$ cat src/rtl/poly_song_reader.sv
// poly_song_reader: walks one song in an external synchronous song ROM and
// dispatches note entries to NUM_VOICES note players, lowest free voice
// first. Rest entries stall the walk for a beat-counted duration.
module poly_song_reader #(
  parameter int unsigned NUM_VOICES     = 3,
  parameter int unsigned NOTE_WIDTH     = 6,
  parameter int unsigned DURATION_WIDTH = 6,
  parameter int unsigned SONG_SEL_WIDTH = 2,
  parameter int unsigned ADDR_WIDTH     = 7,
  parameter int unsigned META_WIDTH     = 3
) (
  input  logic                                             clk,
  input  logic                                             reset,
  input  logic                                             play,
  input  logic [SONG_SEL_WIDTH-1:0]                        song,
  input  logic                                             beat,
  input  logic [NUM_VOICES-1:0]                            note_done,
  output logic [SONG_SEL_WIDTH+ADDR_WIDTH-1:0]             rom_addr,
  input  logic [1+NOTE_WIDTH+DURATION_WIDTH+META_WIDTH-1:0] rom_data,
  output logic [NUM_VOICES*NOTE_WIDTH-1:0]                 note_out,
  output logic [NUM_VOICES*DURATION_WIDTH-1:0]             dur_out,
  output logic [NUM_VOICES-1:0]                            new_note,
  output logic [NUM_VOICES-1:0]                            voice_busy,
  output logic                                             song_done
);

  localparam int unsigned ENTRY_W = 1 + NOTE_WIDTH + DURATION_WIDTH + META_WIDTH;

  typedef enum logic [2:0] {
    S_IDLE,
    S_READ,
    S_DECODE,
    S_STALL,
    S_ADVANCE,
    S_NEXT,
    S_DONE
  } state_t;

  state_t                              r_state;
  state_t                              w_next_state;

  logic [ADDR_WIDTH-1:0]               r_index;
  logic [SONG_SEL_WIDTH-1:0]           r_song_lat;
  logic [DURATION_WIDTH-1:0]           r_cnt;
  logic [NOTE_WIDTH-1:0]               r_entry_note;
  logic [DURATION_WIDTH-1:0]           r_entry_dur;
  logic [NUM_VOICES*NOTE_WIDTH-1:0]    r_note_out;
  logic [NUM_VOICES*DURATION_WIDTH-1:0] r_dur_out;
  logic [NUM_VOICES-1:0]               r_new_note;
  logic [NUM_VOICES-1:0]               r_busy;
  logic                                r_song_done;

  // Entry fields straight off the ROM bus
  logic                                w_rom_type;
  logic [NOTE_WIDTH-1:0]               w_rom_note;
  logic [DURATION_WIDTH-1:0]           w_rom_dur;
  logic                                w_unused_meta;

  // Voice allocation
  logic [NUM_VOICES-1:0]               w_free_oh;
  logic                                w_any_free;
  logic [NOTE_WIDTH-1:0]               w_disp_note;
  logic [DURATION_WIDTH-1:0]           w_disp_dur;

  // FSM control strobes
  logic                                w_latch_song;
  logic                                w_capture;
  logic                                w_dispatch;
  logic                                w_from_rom;
  logic                                w_load_cnt;
  logic                                w_dec_cnt;
  logic                                w_idx_inc;
  logic                                w_idx_wrap;
  logic                                w_set_done;

  assign w_rom_type    = rom_data[ENTRY_W-1];
  assign w_rom_note    = rom_data[ENTRY_W-2 -: NOTE_WIDTH];
  assign w_rom_dur     = rom_data[META_WIDTH +: DURATION_WIDTH];
  assign w_unused_meta = ^rom_data[META_WIDTH-1:0];

  // Lowest clear bit of the registered busy vector. A note_done arriving this
  // cycle only frees its voice from the next cycle on.
  assign w_free_oh  = ~r_busy & (r_busy + NUM_VOICES'(1));
  assign w_any_free = |w_free_oh;

  assign w_disp_note = w_from_rom ? w_rom_note : r_entry_note;
  assign w_disp_dur  = w_from_rom ? w_rom_dur  : r_entry_dur;

  assign rom_addr   = {r_song_lat, r_index};
  assign note_out   = r_note_out;
  assign dur_out    = r_dur_out;
  assign new_note   = r_new_note;
  assign voice_busy = r_busy;
  assign song_done  = r_song_done;

  // State register
  always_ff @(posedge clk) begin
    if (reset) begin
      r_state <= S_IDLE;
    end else begin
      r_state <= w_next_state;
    end
  end

  // Next-state and control strobes; play = 0 freezes every walking state
  always_comb begin
    w_next_state = r_state;
    w_latch_song = 1'b0;
    w_capture    = 1'b0;
    w_dispatch   = 1'b0;
    w_from_rom   = 1'b0;
    w_load_cnt   = 1'b0;
    w_dec_cnt    = 1'b0;
    w_idx_inc    = 1'b0;
    w_idx_wrap   = 1'b0;
    w_set_done   = 1'b0;
    case (r_state)
      S_IDLE: begin
        if (play) begin
          w_latch_song = 1'b1;
          w_next_state = S_READ;
        end
      end
      S_READ: begin
        if (play) begin
          w_next_state = S_DECODE;
        end
      end
      S_DECODE: begin
        if (play) begin
          w_capture = 1'b1;
          if (!w_rom_type) begin
            if (w_any_free) begin
              w_dispatch   = 1'b1;
              w_from_rom   = 1'b1;
              w_next_state = S_NEXT;
            end else begin
              w_next_state = S_STALL;
            end
          end else if (w_rom_dur == '0) begin
            w_next_state = S_NEXT;
          end else begin
            w_load_cnt   = 1'b1;
            w_next_state = S_ADVANCE;
          end
        end
      end
      S_STALL: begin
        if (play && w_any_free) begin
          w_dispatch   = 1'b1;
          w_next_state = S_NEXT;
        end
      end
      S_ADVANCE: begin
        if (play && beat) begin
          w_dec_cnt = 1'b1;
          if (r_cnt == DURATION_WIDTH'(1)) begin
            w_next_state = S_NEXT;
          end
        end
      end
      S_NEXT: begin
        if (play) begin
          if (&r_index) begin
            w_idx_wrap   = 1'b1;
            w_set_done   = 1'b1;
            w_next_state = S_DONE;
          end else begin
            w_idx_inc    = 1'b1;
            w_next_state = S_READ;
          end
        end
      end
      S_DONE: begin
        if (!play) begin
          w_next_state = S_IDLE;
        end
      end
      default: begin
        w_next_state = S_IDLE;
      end
    endcase
  end

  // Walk position, song latch, rest counter and captured entry
  always_ff @(posedge clk) begin
    if (reset) begin
      r_index      <= '0;
      r_song_lat   <= '0;
      r_cnt        <= '0;
      r_entry_note <= '0;
      r_entry_dur  <= '0;
    end else begin
      if (w_latch_song) begin
        r_song_lat <= song;
      end
      if (w_capture) begin
        r_entry_note <= w_rom_note;
        r_entry_dur  <= w_rom_dur;
      end
      if (w_load_cnt) begin
        r_cnt <= w_rom_dur;
      end else if (w_dec_cnt) begin
        r_cnt <= r_cnt - DURATION_WIDTH'(1);
      end
      if (w_idx_wrap) begin
        r_index <= '0;
      end else if (w_idx_inc) begin
        r_index <= r_index + ADDR_WIDTH'(1);
      end
    end
  end

  // Per-voice note/duration registers, load pulses and busy tracking
  always_ff @(posedge clk) begin
    if (reset) begin
      r_note_out <= '0;
      r_dur_out  <= '0;
      r_new_note <= '0;
      r_busy     <= '0;
    end else begin
      r_new_note <= w_dispatch ? w_free_oh : '0;
      r_busy     <= (r_busy & ~note_done) | (w_dispatch ? w_free_oh : '0);
      for (int unsigned i = 0; i < NUM_VOICES; i++) begin
        if (w_dispatch && w_free_oh[i]) begin
          r_note_out[i*NOTE_WIDTH +: NOTE_WIDTH]         <= w_disp_note;
          r_dur_out[i*DURATION_WIDTH +: DURATION_WIDTH]  <= w_disp_dur;
        end
      end
    end
  end

  // End-of-song pulse, high during the first DONE cycle only
  always_ff @(posedge clk) begin
    if (reset) begin
      r_song_done <= 1'b0;
    end else begin
      r_song_done <= w_set_done;
    end
  end

endmodule
$ cat config.mk
export PLATFORM = sky130hd
export DESIGN_NAME = poly_song_reader
export DESIGN_NICKNAME = d
export VERILOG_FILES = /design/src/rtl/poly_song_reader.sv
export SDC_FILE = /design/constraint.sdc
export NUM_CORES = 1
export LEC_CHECK = 0
export ABC_AREA = 1
export BUFFER_PORTS_ARGS = -buffer_cell sky130_fd_sc_hd__buf_2
export CORE_ASPECT_RATIO = 1.5
export CORE_MARGIN = 2
export CORE_UTILIZATION = 54
export DETAILED_ROUTE_END_ITERATION = 10
export GPL_TIMING_DRIVEN = 0
export PLACE_DENSITY = 0.79
export SKIP_CTS_REPAIR_TIMING = 1
export SLEW_MARGIN = 30
export SYNTH_ARGS = -nofsm -noshare
export SYNTH_HDL_FRONTEND = slang
export SYNTH_SLANG_ARGS = --single-unit
export TNS_END_PERCENT = 30
$ cat constraint.sdc
create_clock -name clk -period 1.8 [get_ports clk]
set_input_delay 0.18 -clock clk [delete_from_list [all_inputs] [get_ports clk]]
set_output_delay 0.18 -clock clk [all_outputs]
set_load 0.01 [all_outputs]
# ---- Word level (Yosys, flattened, before mapping)
# Cells that the tools add are included.
dict set report totals {
  ff_bits 73
  latchBits 0
  ramBits 0
  romBits 0
  in_bits 25
  output_inout_bits 52
  wordCells 89
  memories 0
}
dict set report classes {
  add_sub_neg 3
  mul 0
  div 0
  order_cmp 0
  n_eq_ne 15
  shift 0
  n_mux 39
  n_bitwise 5
  reduce_logical 12
}
# op count
set ops {}
lappend ops {{3-bit 2-to-1 mux} 12}
lappend ops {{6-bit 2-to-1 mux} 4}
lappend ops {{1-bit 2-to-1 mux} 21}
lappend ops {{3-bit one-hot mux with 7 select lines} 1}
lappend ops {{2-bit != test, second input constant} 8}
lappend ops {{3-bit equality test, second input constant} 3}
lappend ops {{8-bit AND reduction} 1}
lappend ops {{7-bit by 1-bit adder with 7-bit output, second input constant} 1}
lappend ops {{7-bit AND reduction} 1}
lappend ops {{3-bit AND} 2}
lappend ops {{3-bit by 2-bit equality test with 1-bit output, second input constant} 2}
lappend ops {{6-bit by 1-bit equality test with 1-bit output, second input constant} 1}
lappend ops {{6-bit logical NOT} 1}
lappend ops {{3-bit inverter} 2}
lappend ops {{6-bit by 1-bit subtractor with 6-bit output, second input constant} 1}
lappend ops {{1-bit logical AND} 5}
lappend ops {{3-bit by 1-bit adder with 3-bit output, second input constant} 1}
lappend ops {{3-bit by 1-bit equality test with 1-bit output, second input constant} 1}
lappend ops {{3-bit logical NOT} 1}
lappend ops {{3-bit bitwise OR} 1}
lappend ops {{3-bit OR reduction} 1}
lappend ops {{1-bit one-hot mux with 2 select lines} 1}
lappend ops {{2-bit nonzero test} 1}
lappend ops {{2-bit OR reduction} 1}

# ---- Logic depth before layout (Yosys ltp)
# Gate-level depths: netlist of run 1.
dict set report depth {
  ltp_word 9
  mapped_depth 11
  depth_no_buf 9
}

# ---- Least setup slack after synthesis of run 1
# OpenSTA, ideal clock, no wires.
dict set report synth_path {
  path_type {flip-flop to flip-flop}
  from {register r_index[0]}
  to {register r_index[4]}
  t_arrival_ns 1.312
  t_required_ns 1.677
  slack_ns 0.365
  path_stages_with_launch 9
  path_buffers 0
  cell_sequence {dfxtp_1 ha_1 nand2_1 nor2_1 nand2_1 nand3_1 inv_1 nand3_1 a21oi_1}
}
dict set report synth_via {
  elab_chain_len 5
}
# element line
set synth_rtl {}
lappend synth_rtl {{start, declared} 42} ;# logic [ADDR_WIDTH-1:0] r_index;
lappend synth_rtl {{start signal, assigned} 209} ;# r_index <= r_index + ADDR_WIDTH'(1);
lappend synth_rtl {{7-bit AND reduction} 164} ;# if (&r_index) begin
lappend synth_rtl {{1-bit 2-to-1 mux} 164}
lappend synth_rtl {{1-bit 2-to-1 mux} 163} ;# if (play) begin
lappend synth_rtl {{1-bit 2-to-1 mux} -}
lappend synth_rtl {{2-bit OR reduction (no line)} -}
# Parallel ways exist; a longest one is shown, timed or not.
# A chain may end at the register's enable or synchronous reset.

# ---- Worst setup path after layout of run 1
dict set report layout_path {
  from {register r_state[2]}
  to {register r_note_out[12] (netlist: note_out[12])}
}
dict set report layout_via {
  elab_chain_len 3
}
# element line
set layout_rtl {}
lappend layout_rtl {{start, declared} 39} ;# state_t r_state;
lappend layout_rtl {{start signal, assigned} 101} ;# r_state <= w_next_state;
lappend layout_rtl {{3-bit by 2-bit equality test with 1-bit output} 117} ;# case (r_state)
lappend layout_rtl {{1-bit one-hot mux with 2 select lines / 1-bit 2-to-1 mux (equally long branches)} 117}
lappend layout_rtl {{1-bit logical AND / 6-bit 2-to-1 mux (equally long branches)} {225, 86}}
lappend layout_rtl {{end signal, assigned by index} 226} ;# r_note_out[i*NOTE_WIDTH +: NOTE_WIDTH] <= w_disp_note;
lappend layout_rtl {{end, declared} 47} ;# logic [NUM_VOICES*NOTE_WIDTH-1:0] r_note_out;
# Parallel ways exist; a longest one is shown, timed or not.

==> results of run 1 <==
## per-stage QoR
step | worst slack (ps) | total power [µW] | hold WS, ps | cells | area, µm²
5_1_grt | 11.84 | 3455 | 38.31 | 699 | 4153
3_3_place_gp | 196.9 | 1965 | 398.7 | 683 | 3941
2_1_floorplan | 365.3 | 1877 | 249.1 | 537 | 3488
3_5_place_dp | 173.8 | 1973 | 409.1 | 683 | 3941
4_1_cts | 164.6 | 3340 | 39.87 | 699 | 4153
6_report | 155.9 | 3314 | 52.47 | 699 | 4153
## sequential cells by signal, summed over array words and instances (netlist names), 3 cells and up
| register | count |
|---|---|
| r_entry_dur | 6 |
| dur_out | 18 |
| voice_busy | 3 |
| r_entry_note | 6 |
| r_index | 7 |
| r_cnt | 6 |
| note_out | 18 |
| r_state | 3 |
| new_note | 3 |
## synthesized netlist by cell type, drive strengths merged, types with 2 or more instances
cell type / count
o21ai: 30
xor2: 4
clkbuf: 8
nand2: 149
nand4: 4
or2: 2
inv: 78
nor2: 117
buf: 10
ha: 3
nand3: 26
a21oi: 29
dfxtp: 73
## how the worst max path moves through the flow
stage          startpoint           end  slack [ps]  depth (start not counted)
2_1_floorplan  r_index[0]    r_index[4]         370                          8
4_1_cts        r_state[2]  note_out[12]         160                         10
3_5_place_dp   r_state[2]  note_out[12]         170                         10
6_report       r_state[2]  note_out[12]         160                         10
3_3_place_gp   r_state[2]  note_out[12]         200                         10
5_1_grt        r_state[2]      r_cnt[3]          10                          9
## metal layers
metal	global-route usage [%]	wire, µm
met5	0	0
met4	9.911	131
met3	5.523	413
met2	43.71	4228
met1	28.33	3448
## cells in the final DEF (no fill, tap or decap)
cell type   instances
nand2_1           144
nor2_1            115
buf_2              77
inv_1              74
dfxtp_1            73
a21oi_1            29
nand3_1            24
o21ai_0            19
o21ai_1            10
clkbuf_1           10
clkbuf_8            9
buf_6               4
nand4_1             4
xor2_1              4
inv_2               3
nand2_4             3
ha_1                3
nor2_4              2
nand2_2             2
bufinv_16           2
clkinvlp_4          2
nand3_4             1
inv_4               1
nand3_2             1
buf_4               1
clkinv_1            1
nor3b_1             1
o22ai_1             1
o21ai_2             1
or2_1               1
xnor2_1             1
or2_2               1
clkinv_2            1
## power breakdown
group	internal, µW	total (µW)	switching (µW)	leakage [µW]
sequential	1650	1670	22.6	0.000589
clock	779	1380	598	0.0000995
combinational	93.2	269	176	0.00155
## cell families (layout without fill, tap and decap cells)
kind of cell / after synthesis / count (layout) / share of synthesized area (%)
fa+ha+maj: 3 / 3 / 1.076
flops: 73 / 73 / 41.89
compound gates: 60 / 60 / 8.752
buf+inv: 97 / 185 / 11.66
simple gates: 299 / 299 / 35.37
xor+xnor: 5 / 5 / 1.255
## final cells by class
type	instances	area share, %
Buffer	18	2.591
Clock buffer	11	3.164
Clock inverter	5	1.928
Inverter	79	7.201
Multi-Input combinational cell	367	39.02
Sequential cell	73	35.19
Tap cell	74	2.230
Timing Repair Buffer	72	8.677
## critical path: cells and delay by family, from the launching register on
kind          cells  cell delay, ps
flops             1             300
buf+inv           3             460
simple gates      7             780
==> summary.md, run 1 <==
| Metric | Value |
|---|---|
| Outcome | `finished clean` |
| Power per cell area | `798.1 nW/µm²` |
| Worst Hold End | `voice_busy[2]` |
| Root buffer cell | `clkbuf_8` |
| Setup TNS | `0 ps` |
| Cell row count | `35` |
| First-pass GRT wire length | `13.90 mm` |
| P&R area growth vs syn | `19.05%` |
| HPWL Detailed | `6.243 mm` |
| Period minus WS final | `1644 ps` |
| Synth unique cells | `29` |
| Hold Violations, Final | `0` |
| Pin count of the biggest net entering global routing | `13` |
| Post-Syn Area | `3488 µm²` |
| Synth Net Count | `565` |
| Post-synth top flop | `dfxtp_1` |
| GP Congestion | `0.9386` |
| Post-synthesis sequential area ratio | `41.89%` |
| Via-to-Cell Ratio | `4.871` |
| Post-synth top area cell | `dfxtp_1` |
| CP Launch Type | `register` |
| Die X | `69.63 µm` |
| Lkg Pwr | `0.002237 µW` |
| Hold Crit Depth | `2` |
| Number of I/O port buffers | `72` |
| Post-route DRC | `0` |
| Congestion Overflow GR | `0` |
| Die area | `7132 µm²` |
| Peak supply drop | `0.6199 mV` |
| Final Cycle Share | `91.34%` |
| Final antenna diode count | `0` |
| Filler Cells Inserted | `578` |
| Layout cells sized above 1 | `17.76%` |
| Worst-case clock skew | `10.07 ps` |
| Vias in the first global route | `3175` |
| Total CTS buffers | `9` |
| FF-to-FF path depth | `10` |
| Nets@finish | `648` |
| HP Start | `note_done[2]` |
| Clock transition at the registers of the reported paths | `80 ps` |
| Flop2flop setup slack | `160 ps` |
| Number of top-level pins | `77` |
| Cell breakdown of the critical path | `buf_2 > nor2_4 > nand3_4 > inv_4 > nand2_2 > nand2_4 > nand2_4 > buf_2 > nor2_1 > nor2_1` |
| Core area | `6218 µm²` |
| Routed len/inst | `11.76 µm` |
| Max FO, Critical Path | `10` |
| FF+latch area | `1461 µm²` |
| MaxCap Viol Count | `0` |
| Final setup viols | `0` |
| Number of flops mapped to enable cells by yosys | `0` |
| FMAX | `608.2 MHz` |
| Post-route ant nets | `0` |
| Initial Utilization | `56.10%` |
| Initial antenna violation count | `0` |
| TritonCTS clock tree | `built` |
| CP Data Arrival Time | `1890 ps` |
| RSZ-0062 raised after global routing | `no` |
| Chip Height | `102.4 µm` |
| Mean Syn Cell Area | `6.496 µm²` |
| Min-Delay Path Class | `primary input to register` |
| CTS Buffer Depth | `2` |
| Reg2reg end | `note_out[12]` |
| Share of flip-flops with an asynchronous set or reset | `0%` |
| Routed WL | `8.221 mm` |
| Final design utilization | `66.78%` |
| WP data required | `2040 ps` |
| DRT Pass-1 Iters | `4` |
| Clk sinks | `73` |
| Htree depth | `3` |
| Synth warnings | `0` |
| CP max stage cell | `dfxtp_1` |
| Crit Path Category | `register to register` |
| Worst r2r src | `r_state[2]` |
| Top post-synthesis cells by area | `dfxtp_1 (42%), nand2_1 (15%), nor2_1 (12%)` |
| Synthesized instance count | `537` |
| Worst rel slew slack | `57.65%` |
| Crit-path max cell delay | `300 ps` |
| Pins over their slew limit | `0` |
| Area occupied by multi-input gates | `1620 µm²` |
| Tot GR Track Use | `24.41%` |
| CP endpoint kind | `register` |
| DRT iter0 DRCs | `180` |
| Worst-margin pin slew | `635.2 ps` |
| Post-synthesis sequential element count | `73` |
| Vias | `3405` |
| Top cell type's share of synthesized area | `41.89%` |
| Worst-skew pair later-pin latency | `340 ps` |
Power figures use the tool's default switching activity.
==> inputs of run 2 (changes only) <==
==> constraint.sdc (replaced) <==
create_clock -name clk -period 1.76 [get_ports clk]
set_input_delay 0.176 -clock clk [delete_from_list [all_inputs] [get_ports clk]]
set_output_delay 0.176 -clock clk [all_outputs]
set_load 0.01 [all_outputs]
==> run 2 against run 1 <==
  * Via count grew 0.21%
  * Setup slack got worse by 40 ps
  * Critical endpoint unchanged
  * Clock power is essentially flat
  * Fmax is essentially flat
  * Non-clock buffer count unchanged
==> summary.md, run 2 (synthesized netlist as in run 1, its figures left out) <==
| Metric | Value |
|---|---|
| Routed len/inst | `11.85 µm` |
| Tot GR Track Use | `24.41%` |
| CTS Buffer Depth | `2` |
| Outcome | `finished clean` |
| Hold Crit Depth | `2` |
| Dpl ws | `133.8 ps` |
| Final antenna diode count | `0` |
| GP Congestion | `0.9386` |
| Initial antenna violation count | `0` |
| Post-route DRC | `0` |
| Dpl cells | `683` |
| FMAX | `608.2 MHz` |
| First-pass GRT wire length | `13.90 mm` |
| Commonest non-fill, non-tap cell in the layout | `nand2_1` |
| Worst-case clock skew | `9.622 ps` |
| Met1 usage | `28.33%` |
| FF-to-FF path depth | `10` |
| P&R area growth vs syn | `19.44%` |
| Vias | `3412` |
| Clock transition at the registers of the reported paths | `80 ps` |
| DRT Pass-1 Iters | `4` |
| CP endpoint kind | `register` |
| Vias in the first global route | `3175` |
| WP data required | `2000 ps` |
| Post-route ant nets | `0` |
| Worst rel slew slack | `57.04%` |
| Crit Path Category | `register to register` |
| Core area | `6218 µm²` |
| Number of I/O port buffers | `72` |
| Cell family with most CP delay | `simple AND/OR/NAND/NOR gates` |
| Die area | `7132 µm²` |
| Clk sinks | `73` |
| Finished Layout Cells | `699` |
| Worst-skew pair later-pin latency | `340 ps` |
| Cell breakdown of the critical path | `buf_2 > nor2_4 > nand3_4 > inv_4 > nand2_2 > nand2_4 > nand2_4 > buf_2 > nor2_1 > nor2_1` |
| MaxCap Viol Count | `0` |
| Initial Utilization | `56.10%` |
| M3 GR Usage | `5.523%` |
| Final setup viols | `0` |
| Die X | `69.63 µm` |
| Root buffer cell | `clkbuf_8` |
| Pin count of the biggest net entering global routing | `13` |
| Commonest cells after routing, fill and taps aside | `nand2_1 (144), nor2_1 (115), buf_2 (77), inv_1 (74), dfxtp_1 (73)` |
| Htree depth | `3` |
| Via-to-Cell Ratio | `4.881` |
| Nets@finish | `648` |
| GR peak layer | `met2` |
| TritonCTS clock tree | `built` |
| Min-Delay Path Class | `primary input to register` |
| Chip Height | `102.4 µm` |
| Layout cells sized above 1 | `18.24%` |
| Met2 Usage GRT | `43.71%` |
| CP startpoint | `r_state[2]` |
| Power per cell area | `814.3 nW/µm²` |
| Cell depth of the worst setup path | `10` |
| Final Cycle Share | `93.42%` |
| RSZ-0062 raised after global routing | `no` |
| CP Buf/Inv Count | `3` |
| HPWL Detailed | `6.243 mm` |
| Pins over their slew limit | `0` |
| Period minus WS final | `1644 ps` |
| Crit-path max cell delay | `300 ps` |
| Max FO, Critical Path | `10` |
| Number of top-level pins | `77` |
| Routed WL | `8.281 mm` |
| Hold Violations, Final | `0` |
| Peak supply drop | `0.6374 mV` |
| CP Data Arrival Time | `1890 ps` |
| Congestion Overflow GR | `0` |
| CP Launch Type | `register` |
| Total CTS buffers | `9` |
| DRT iter0 DRCs | `157` |
| Lkg Pwr | `0.002240 µW` |
| CP max stage cell | `dfxtp_1` |
| HP Start | `note_done[2]` |
| Cell row count | `35` |
| Worst r2r src | `r_state[2]` |
| Worst-margin pin slew | `644.4 ps` |
| Setup ws final | `115.8 ps` |
| Setup TNS | `0 ps` |
-- run 2: routing by layer --
layer / wire [µm] / part of all wire [%]
met1: 3546 / 43
met5: 0 / 0
met4: 176 / 2.1
met2: 4222 / 51
met3: 336 / 4.1
-- run 2: final cells by class --
class                   count  area (µm²)
fillers                   575        2052
multi-input cells         367        1634
flip-flops and latches     73        1461
repair buffers             72       360.3
inverters                  79       299.0
clock buffers              11       131.4
plain buffers              18       107.6
well taps                  74       92.59
clock inverters             5       80.08
-- run 2: final timing paths --
check / to / slack, ps
worst max-delay path: note_out[12] / 120
worst min-delay path: voice_busy[2] / 50
worst max register to register: note_out[12] / 120
worst min register to register: r_song_lat[1] / 450
-- run 2: where the power goes --
part	switching (µW)	total, µW	internal, µW
Sequential	23.2	1710	1680
Clock	612	1410	797
Combinational	182	277	95.8
Total	817	3390	2580
-- run 2: through the flow --
step / hold slack (ps) / power [µW] / cell area, µm² / utilization, %
detailed placement: 405.1 / 2018 / 3941 / 63.38
floorplan: 245.1 / 1920 / 3488 / -
global route: 34.31 / 3535 / 4167 / 67.00
global placement: 394.7 / 2010 / 3941 / 63.38
finish: 53.66 / 3393 / 4167 / 67.00
CTS: 35.87 / 3416 / 4153 / 66.78
==> inputs of run 3 (changes only) <==
--- a/config.mk
+++ b/config.mk
@@ -11,7 +11,6 @@
 export CORE_MARGIN = 2
 export CORE_UTILIZATION = 54
 export DETAILED_ROUTE_END_ITERATION = 10
-export GPL_TIMING_DRIVEN = 0
 export PLACE_DENSITY = 0.79
 export SKIP_CTS_REPAIR_TIMING = 1
 export SLEW_MARGIN = 30
==> run 3 against run 2 <==
  * First-iteration DRC count up 70%
  * Routed wire length is 6.8% lower
  * Via count fell by 1.7%
  * Worst hold slack worse by 32 ps
  * Non-clock buffer count down 9
  * Sequential power is essentially flat
  * Global-route usage fell by 1.3 points
  * Power increased by 0.40%
  * Clock skew fell by 1.5 ps
  * Critical endpoint is now r_cnt[3]
==> summary.md, run 3 (synthesized netlist as in run 1, its figures left out) <==
| Metric | Value |
|---|---|
| Most frequent CP cell | `nor2_1` |
| Core area | `6218 µm²` |
| Post-route ant nets | `0` |
| TritonCTS clock tree | `built` |
| Commonest non-fill, non-tap cell in the layout | `nand2_1` |
| GR peak layer | `met2` |
| Clock transition at the registers of the reported paths | `80 ps` |
| Design area | `4144 µm²` |
| Crit-path max cell delay | `390 ps` |
| Vias | `3353` |
| M3 GR Usage | `5.720%` |
| Worst-skew pair later-pin latency | `350 ps` |
| Reg2reg end | `r_cnt[3]` |
| Int Pwr | `2576 µW` |
| Worst-case clock skew | `8.135 ps` |
| Clk sinks | `73` |
| FF-to-FF path depth | `8` |
| FMAX | `616.5 MHz` |
| CP max stage cell | `dfxtp_1` |
| Clk pwr share | `42.0%` |
| Placed Area | `3881 µm²` |
| CTS Buffer Depth | `2` |
| Setup TNS | `0 ps` |
| Die area | `7132 µm²` |
| Met2 Usage GRT | `40.98%` |
| Seq pwr share | `50.2%` |
| Vias in the first global route | `2993` |
| Final antenna diode count | `0` |
| Flop2flop setup slack | `140 ps` |
| HP Start | `note_done[2]` |
| Outcome | `finished clean` |
| Layout cells sized above 1 | `18.67%` |
| Die X | `69.63 µm` |
| Period minus WS final | `1622 ps` |
| RSZ-0062 raised after global routing | `no` |
| P&R area growth vs syn | `18.79%` |
| First-pass GRT wire length | `13.30 mm` |
| WP data required | `2000 ps` |
| Initial Utilization | `56.10%` |
| HPWL Detailed | `5.465 mm` |
| Root buffer cell | `clkbuf_8` |
| Lkg Pwr | `0.002240 µW` |
| Setup ws final | `137.8 ps` |
| DRT iter0 DRCs | `267` |
| Post-route DRC | `0` |
| Final setup viols | `0` |
| Via-to-Cell Ratio | `4.859` |
| Final Cycle Share | `92.17%` |
| CP Data Arrival Time | `1860 ps` |
| Crit Path Category | `register to register` |
| Routed len/inst | `11.19 µm` |
| Pin count of the biggest net entering global routing | `55` |
| Min-Delay Path Class | `primary input to register` |
| Tot GR Track Use | `23.13%` |
| Total power | `3406 µW` |
| Number of top-level pins | `77` |
| Worst r2r src | `r_state[0]` |
| Cell breakdown of the critical path | `nor2_4 > nand3_4 > inv_4 > nand3_1 > nand2_2 > nor2_1 > nor2_1 > nor2_1` |
| Chip Height | `102.4 µm` |
| Psw | `830.3 µW` |
| Comb pwr share | `7.9%` |
| Pins over their slew limit | `0` |
| GP Congestion | `0.9609` |
| Initial antenna violation count | `0` |
| MaxCap Viol Count | `0` |
| Number of I/O port buffers | `73` |
| Commonest cells after routing, fill and taps aside | `nand2_1 (143), nor2_1 (115), inv_1 (74), buf_2 (73), dfxtp_1 (72)` |
| Hold Violations, Final | `0` |
| Max FO, Critical Path | `11` |
| CP endpoint kind | `register` |
| Worst-margin pin slew | `536.0 ps` |
| Sw Ratio | `24.38%` |
| Dpl ws | `90.56 ps` |
| Htree depth | `3` |
| Worst rel slew slack | `64.27%` |
| Peak supply drop | `0.6061 mV` |
| Cell row count | `35` |
| Congestion Overflow GR | `0` |
| Hold Crit Depth | `2` |
| Met1 usage | `27.42%` |
| Power per cell area | `822.0 nW/µm²` |
| Nets@finish | `639` |
| Routed WL | `7.718 mm` |
| Worst Hold End | `voice_busy[2]` |
| CP Launch Type | `register` |
| Total CTS buffers | `9` |
| DRT Pass-1 Iters | `4` |
## run 3: cell count changes in the layout (fill, tap and decap cells not counted), sizes merged
| cell | delta |
|---|---|
| buf | -1 |
| clkinv | +3 |
| clkbuf | -10 |
| clkinvlp | -1 |
## run 3: how the worst max path moves through the flow
stage	startpoint	endpoint	slack, ps
after floorplan	r_index[0]	r_index[4]	330
after global routing	r_state[0]	note_out[11]	4
after CTS	r_state[1]	note_out[0]	70
after detailed placement	r_state[0]	note_out[0]	90
after global placement	r_state[0]	note_out[12]	160
final	r_state[0]	r_cnt[3]	140
## run 3: per-stage QoR
step / cells / hold slack [ps] / util [%]
2_1_floorplan: 537 / 245.1 / -
3_3_place_gp: 670 / 377.6 / 62.41
3_5_place_dp: 670 / 382.6 / 62.41
4_1_cts: 686 / 2.120 / 65.94
5_1_grt: 690 / 5.292 / 66.64
6_report: 690 / 21.99 / 66.64
## run 3: layout make-up
class                   instances  area (µm²)
flip-flops and latches         73        1463
clock inverters                 7       95.09
clock buffers                   9       123.9
repair buffers                 81       437.9
multi-input cells             367        1633
fillers                       573        2074
inverters                      79       299.0
well taps                      74       92.59
## run 3: worst max-delay path, delay by kind of cell (launching register included)
kind | cells | cell delay, ps
AND/OR/NAND/NOR | 7 | 1010
buffers and inverters | 1 | 120
flip-flops | 1 | 390
## run 3: metal layers
metal	part of all wire (%)	routed length [µm]
met5	0	0
met4	1.2	89
met3	5.1	396
met2	49	3814
met1	44	3416
## run 3: power groups by stage
stage                     logic [µW]  clock network (µW)  registers (µW)
final                            268                1430            1710
after global routing             305                1530            1710
after CTS                        264                1460            1710
after detailed placement         263                   0            1750
after global placement           256                   0            1740
after floorplan                  172                   0            1750
